File: src/rtl/brick_pkg.sv
// Shared brick-row geometry, colour and FSM state type for the brick field.
package brick_pkg;

    localparam int NUM_BLOCKS  = 10;
    localparam int BRICK_X0    = 2;
    localparam int BRICK_PITCH = 64;
    localparam int BRICK_W     = 60;
    localparam int BRICK_Y0    = 40;
    localparam int BRICK_H     = 20;

    localparam logic [23:0] BRICK_COLOR = 24'hFF4000;

    typedef enum logic [1:0] {
        SCAN = 2'd0,
        HOLD = 2'd1,
        DONE = 2'd2
    } brick_state_e;

    function automatic logic [9:0] brick_x(input logic [3:0] idx);
        return 10'(BRICK_X0 + BRICK_PITCH * int'(idx));
    endfunction

    // Half-open span test widened to 11 bits so start+len never wraps.
    function automatic logic in_span(input logic [9:0] p,
                                     input logic [9:0] start,
                                     input logic [9:0] len);
        return ({1'b0, p} >= {1'b0, start}) &&
               ({1'b0, p} <  ({1'b0, start} + {1'b0, len}));
    endfunction

endpackage

File: src/rtl/rect_overlap.sv
// Combinational axis-aligned rectangle overlap test with 11-bit sums.
module rect_overlap (
    input  logic [9:0] a_x_i,
    input  logic [9:0] a_y_i,
    input  logic [9:0] a_w_i,
    input  logic [9:0] a_h_i,
    input  logic [9:0] b_x_i,
    input  logic [9:0] b_y_i,
    input  logic [9:0] b_w_i,
    input  logic [9:0] b_h_i,
    output logic       overlap_o
);

    logic x_ov;
    logic y_ov;

    assign x_ov = ({1'b0, a_x_i} < ({1'b0, b_x_i} + {1'b0, b_w_i})) &&
                  ({1'b0, b_x_i} < ({1'b0, a_x_i} + {1'b0, a_w_i}));
    assign y_ov = ({1'b0, a_y_i} < ({1'b0, b_y_i} + {1'b0, b_h_i})) &&
                  ({1'b0, b_y_i} < ({1'b0, a_y_i} + {1'b0, a_h_i}));

    assign overlap_o = x_ov && y_ov;

endmodule

File: src/rtl/brick_field.sv
// Brick row: scans one brick per cycle for ball hits, holds collide pulses, draws bricks.
// Optional score counter is built only when BRICK_SCORE_EN is defined.
module brick_field
    import brick_pkg::*;
#(
    parameter logic [19:0] HOLD_CYCLES = 20'd416667,
    parameter int          NUM_BLOCKS  = brick_pkg::NUM_BLOCKS
) (
    input  logic                  clk,
    input  logic                  rst,
    input  logic [9:0]            x,
    input  logic [9:0]            y,
    input  logic                  active_pixels,
    input  logic [9:0]            ball_x,
    input  logic [9:0]            ball_y,
    input  logic [9:0]            ball_width,
    input  logic [9:0]            ball_height,
    input  logic [9:0]            paddle_x,
    input  logic [9:0]            paddle_y,
    input  logic [9:0]            paddle_width,
    input  logic [9:0]            paddle_height,
    output logic                  collide_paddle,
    output logic [NUM_BLOCKS-1:0] collide_block,
    output logic [NUM_BLOCKS-1:0] bricks_alive,
    output logic                  all_cleared,
    output logic [7:0]            score,
    output logic [23:0]           vga_color,
    output brick_state_e          state_dbg,
    output logic [3:0]            idx_dbg
);

    brick_state_e          state_q, state_d;
    logic [3:0]            idx_q, idx_d, idx_next;
    logic [19:0]           hold_q, hold_d;
    logic [NUM_BLOCKS-1:0] alive_q, alive_d;
    logic [NUM_BLOCKS-1:0] collide_q, collide_d;
    logic [9:0]            scan_x;
    logic                  brick_ov;

    logic        pad_ov;
    logic        pad_ov_q, pad_ov_prev_q;
    logic        pad_hit_q, pad_hit_d;
    logic [19:0] pad_hold_q, pad_hold_d;

    logic        pix_hit;

    assign scan_x   = brick_x(idx_q);
    assign idx_next = (idx_q == 4'(NUM_BLOCKS - 1)) ? 4'd0 : idx_q + 4'd1;

    rect_overlap u_brick_ov (
        .a_x_i     (ball_x),
        .a_y_i     (ball_y),
        .a_w_i     (ball_width),
        .a_h_i     (ball_height),
        .b_x_i     (scan_x),
        .b_y_i     (10'(BRICK_Y0)),
        .b_w_i     (10'(BRICK_W)),
        .b_h_i     (10'(BRICK_H)),
        .overlap_o (brick_ov)
    );

    rect_overlap u_paddle_ov (
        .a_x_i     (ball_x),
        .a_y_i     (ball_y),
        .a_w_i     (ball_width),
        .a_h_i     (ball_height),
        .b_x_i     (paddle_x),
        .b_y_i     (paddle_y),
        .b_w_i     (paddle_width),
        .b_h_i     (paddle_height),
        .overlap_o (pad_ov)
    );

    // Brick FSM: one hit is accepted, then the row is frozen for the hold window.
    always_comb begin
        state_d   = state_q;
        idx_d     = idx_q;
        hold_d    = hold_q;
        alive_d   = alive_q;
        collide_d = collide_q;
        case (state_q)
            SCAN: begin
                if (alive_q[idx_q] && brick_ov) begin
                    alive_d[idx_q]   = 1'b0;
                    collide_d        = '0;
                    collide_d[idx_q] = 1'b1;
                    hold_d           = HOLD_CYCLES - 20'd1;
                    state_d          = HOLD;
                end else begin
                    idx_d = idx_next;
                end
            end
            HOLD: begin
                if (hold_q == 20'd0) begin
                    collide_d = '0;
                    idx_d     = idx_next;
                    state_d   = (alive_q == '0) ? DONE : SCAN;
                end else begin
                    hold_d = hold_q - 20'd1;
                end
            end
            DONE: begin
                collide_d = '0;
            end
            default: begin
                state_d = SCAN;
            end
        endcase
    end

    always_ff @(posedge clk) begin
        if (rst) begin
            state_q   <= SCAN;
            idx_q     <= 4'd0;
            hold_q    <= 20'd0;
            alive_q   <= '1;
            collide_q <= '0;
        end else begin
            state_q   <= state_d;
            idx_q     <= idx_d;
            hold_q    <= hold_d;
            alive_q   <= alive_d;
            collide_q <= collide_d;
        end
    end

    // Paddle hit: rising edge of the registered overlap; ignored while a hold runs.
    always_comb begin
        pad_hit_d  = pad_hit_q;
        pad_hold_d = pad_hold_q;
        if (pad_hit_q) begin
            if (pad_hold_q == 20'd0) begin
                pad_hit_d = 1'b0;
            end else begin
                pad_hold_d = pad_hold_q - 20'd1;
            end
        end else if (pad_ov_q && !pad_ov_prev_q) begin
            pad_hit_d  = 1'b1;
            pad_hold_d = HOLD_CYCLES - 20'd1;
        end
    end

    always_ff @(posedge clk) begin
        if (rst) begin
            pad_ov_q      <= 1'b0;
            pad_ov_prev_q <= 1'b0;
            pad_hit_q     <= 1'b0;
            pad_hold_q    <= 20'd0;
        end else begin
            pad_ov_q      <= pad_ov;
            pad_ov_prev_q <= pad_ov_q;
            pad_hit_q     <= pad_hit_d;
            pad_hold_q    <= pad_hold_d;
        end
    end

`ifdef BRICK_SCORE_EN
    logic [7:0] score_q, score_d;

    always_comb begin
        score_d = score_q;
        if (((alive_q & ~alive_d) != '0) && (score_q != 8'hFF)) begin
            score_d = score_q + 8'd1;
        end
    end

    always_ff @(posedge clk) begin
        if (rst) begin
            score_q <= 8'h00;
        end else begin
            score_q <= score_d;
        end
    end

    assign score = score_q;
`else
    assign score = 8'h00;
`endif

    always_comb begin
        pix_hit = 1'b0;
        for (int i = 0; i < NUM_BLOCKS; i++) begin
            if (alive_q[i] &&
                in_span(x, brick_x(4'(i)), 10'(BRICK_W)) &&
                in_span(y, 10'(BRICK_Y0), 10'(BRICK_H))) begin
                pix_hit = 1'b1;
            end
        end
    end

    assign vga_color      = (active_pixels && pix_hit) ? BRICK_COLOR : 24'h000000;
    assign collide_paddle = pad_hit_q;
    assign collide_block  = collide_q;
    assign bricks_alive   = alive_q;
    assign all_cleared    = (state_q == DONE);
    assign state_dbg      = state_q;
    assign idx_dbg        = idx_q;

endmodule

File: config.mk
export PLATFORM = sky130hd
export DESIGN_NAME = brick_field
export DESIGN_NICKNAME = d
export VERILOG_FILES = /design/src/rtl/brick_pkg.sv /design/src/rtl/rect_overlap.sv /design/src/rtl/brick_field.sv
export SDC_FILE = /design/constraint.sdc
export NUM_CORES = 1
export LEC_CHECK = 0
export ABC_AREA = 0
export CAP_MARGIN = 20
export CORE_UTILIZATION = 50
export DETAILED_ROUTE_END_ITERATION = 12
export PLACE_DENSITY_LB_ADDON = 0.3
export SYNTH_ARGS = -nofsm -noshare
export SYNTH_HDL_FRONTEND = slang
export SYNTH_SLANG_ARGS = --single-unit
File: constraint.sdc
create_clock -name clk -period 5.8 [get_ports clk]
set_clock_uncertainty 0.05 [all_clocks]
set_input_delay 1.74 -clock clk [delete_from_list [all_inputs] [get_ports clk]]
set_output_delay 1.74 -clock clk [all_outputs]
set_load 0.02 [all_outputs]
==> summary.txt <==
Relative slew margins = 45.0%
Mapped Area = 0.00656 sq mm
CTS tree = built
ys async rst share = 0%
io pins = 163
cell count after synthesis = 826
Post-Route WL = 16900 um
maximum fanout along the worst path = 9
max_cap viols = 0
GR Overflow Total = 0
cell breakdown of the critical path = clkdlybuf4s50_1 > nand3b_1 > a21oi_1 > a31oi_1 > nor2_1 > nor3_1 > nor4_1 > buf_4 > clkdlybuf4s50_1
worst setup margin = 0.218 ns
# diodes = 0
clock buffer depth = 2
total die area = 0.0136 sq mm
Num Clock Sinks = 69
cell repeated most along the worst path = clkdlybuf4s50_1
DRT iter0 DRCs = 450
hpwl dp = 13100 um
Critical Path AT = 3.79 ns
placed cells = 1132
Hold EP = hold_q[19]$_SDFFE_PP0P_
GPL Wtd Cong = 0.891
nets = 1164
post-CTS resize count = 0
flop2flop setup slack = 2.21 ns
latest clock arrival within the worst-skew pair = 0.34 ns
LEAKAGE = 3.74 nW
Initial Utilization = 51.5%
WL per Instance = 14.7 um
Fin. Hold Viols = 0
Synth Area per Inst = 7.94 sq um
fillers = 1111
Peak VDD IR = 159 uV
hold_buf cts = 0
hold path cells = 2
Residual DRC = 0
register area share after synthesis = 21.1%
Finished Cell Area = 0.00843 sq mm
hold wc startpoint = hold_q[19]$_SDFFE_PP0P_
Global Route Usage Sum = 26.0%
Primary FF master, synth = dfxtp_1
CP endpoint kind = primary output
Detail Route Antenna Nets = 0
flops & latches, synth = 69
# rows = 41
Die Y = 117 um
Final setup viols = 0
clock root cell = clkbuf_16
# H-tree levels = 3
HP Class = flop to flop
clk slew on worst S/H paths = 0.05 ns
area post-placement = 0.00812 sq mm
count of different cell masters after synthesis = 69
worst slew pin tran = 0.821 ns
Finished Layout Cells = 1148
pin count of the biggest net entering global routing = 43
share of layout cells above drive strength 1 = 6.76%
r2r worst-path depth = 9
pwr/cell area = 233 mW/mm^2
Worst Setup Path Type = input port to primary output
Final Cycle Share = 96.2%
total CTS buffers = 9
Setup Fix Bufs, Post-CTS = 0
fmax = 179 MHz
CP peak stage delay = 0.60 ns
count of input and output buffers = 136
number of synthesized flops with an enable pin = 0
DR vias/cell = 5.69
first-pass GRT wire length = 28400 um
minimum clock period = 5.58 ns
outcome = finished, final reports clean
vias in the first global route = 6186
via count = 6530
slowest CP cell = clkdlybuf4s50_1
CP required = 4.01 ns
antenna violations before repair = 0
DR pass1 iterations = 5
reg2reg end = idx_dbg[2]$_SDFFE_PP0P_
Slew Limit Fails = 0
CP Launch Type = input port
r2r startpoint = hold_q[1]$_SDFFE_PP0P_
Placeable Area = 0.0127 sq mm
YS warnings = 0
DP Worst Slack = -0.145 ns
die width = 117 um
P&R area growth vs syn = 28.6%
[layout by cell type (no fill, tap or decap), types with 27 or more instances in the layout]
cell | Yosys | final
clkdlybuf4s50_1 | 0 | 128
ha_1 | 86 | 86
dfxtp_1 | 69 | 69
a21oi_1 | 65 | 65
nand2_1 | 61 | 61
nor2_1 | 61 | 61
inv_1 | 44 | 44
o21ai_0 | 41 | 41
a21o_1 | 34 | 34
nand3_1 | 27 | 27
buf_4 | 31 | 27
[cell usage after synthesis, types with 4 or more instances]
master | count | area, sq um
fa_1 | 4 | 80.1
or3_1 | 10 | 62.6
nor3b_1 | 4 | 30.0
and3_1 | 5 | 31.3
o21ai_0 | 41 | 205
nor3_1 | 25 | 125
nor4b_1 | 4 | 35.0
or4_1 | 8 | 60.1
a31oi_1 | 9 | 56.3
o211ai_1 | 6 | 45.0
inv_1 | 44 | 165
nor4_1 | 15 | 93.8
or2_2 | 5 | 31.3
a211oi_1 | 9 | 67.6
ha_1 | 86 | 1080
a211o_1 | 4 | 35.0
buf_2 | 5 | 25.0
dfxtp_1 | 69 | 1380
clkbuf_1 | 15 | 56.3
mux2i_1 | 11 | 110
nor2_1 | 61 | 229
a21oi_1 | 65 | 325
nand3_1 | 27 | 135
o21bai_1 | 13 | 97.6
o22ai_1 | 4 | 25.0
o31ai_1 | 8 | 60.1
buf_4 | 31 | 233
o21ai_1 | 7 | 35.0
nor2b_1 | 12 | 75.1
a21o_1 | 34 | 255
nand2b_1 | 12 | 75.1
nand2_1 | 61 | 229
xnor2_1 | 26 | 228
nand3b_1 | 5 | 37.5
xor2_1 | 18 | 158
o311ai_0 | 5 | 43.8
o21a_1 | 5 | 37.5
[how the worst max path moves through the flow]
stage,from,end,slack [ns],cells after the start
after floorplan,x[9],vga_color[16],0.30,7
after global placement,ball_x[0],bricks_alive[9]$_SDFFE_PP1P_,-0.1,16
after detailed placement,ball_x[0],bricks_alive[9]$_SDFFE_PP1P_,-0.15,16
after CTS,x[7],vga_color[18],0.18,9
after global routing,x[7],vga_color[20],-0.002,9
final,x[7],vga_color[20],0.22,9
[final cells by class]
class | count | area [sq um] | area share, %
repair buffers | 164 | 1600 | 19.0
inverters | 46 | 173 | 2.05
multi-input cells | 681 | 4780 | 56.7
well taps | 172 | 215 | 2.55
flip-flops and latches | 69 | 1380 | 16.4
clock inverters | 7 | 47.5 | 0.564
clock buffers | 9 | 225 | 2.67
[where the power goes]
group	total [mW]	switching [mW]	internal, mW	leakage [nW]
combinational	0.844	0.439	0.405	3.04
sequential	0.616	0.0707	0.545	0.561
clock	0.503	0.214	0.289	0.132
total	1.96	0.724	1.24	3.74
[sequential cells by signal (all words and copies together) (netlist names)]
signal          count
hold_q             20
pad_hold_q         20
bricks_alive       10
collide_block      10
idx_dbg             4
state_dbg           2
collide_paddle      1
pad_ov_prev_q       1
pad_ov_q            1
[kinds of logic (layout without fill, tap and decap cells)]
| kind of cell | count (synthesis) | count (layout) | share of synthesized area, % |
|---|---|---|---|
| adder cells (fa/ha/maj) | 91 | 91 | 17.8 |
| AO/OA/AOI/OAI | 240 | 240 | 24.1 |
| flip-flops | 69 | 69 | 21.1 |
| AND/OR/NAND/NOR | 267 | 267 | 20.8 |
| multiplexers | 16 | 16 | 2.88 |
| buffers and inverters | 98 | 226 | 7.48 |
| other | 1 | 23 | 0.0572 |
| XOR/XNOR | 44 | 44 | 5.88 |
[per-layer routing]
metal	vias up	share of wire, %	track usage, %
li1	3277	-	-
met5	-	0	0
met4	0	2.1	7.09
met3	34	5.5	5.29
met2	217	47	45.0
met1	3002	46	32.7
[stage by stage]
stage / power, mW / TNS (ns) / utilization (%) / hold slack (ns)
3_3_place_gp: 1.43 / -0.562 / 63.8 / 0.399
3_5_place_dp: 1.45 / -1.50 / 63.8 / 0.410
5_1_grt: 2.12 / -0.00175 / 66.2 / 0.431
2_1_floorplan: 1.22 / 0 / - / 0.391
4_1_cts: 1.96 / 0 / 66.0 / 0.417
6_report: 1.96 / 0 / 66.2 / 0.420
[worst max-delay path: cells and delay by family]
| family | cells | cell delay, ns |
|---|---|---|
| and+or+nand+nor | 4 | 0.55 |
| AOI/OAI and AO/OA | 2 | 0.19 |
| buffers and inverters | 3 | 1.31 |
Note: power is estimated with default switching activity, not from simulation.
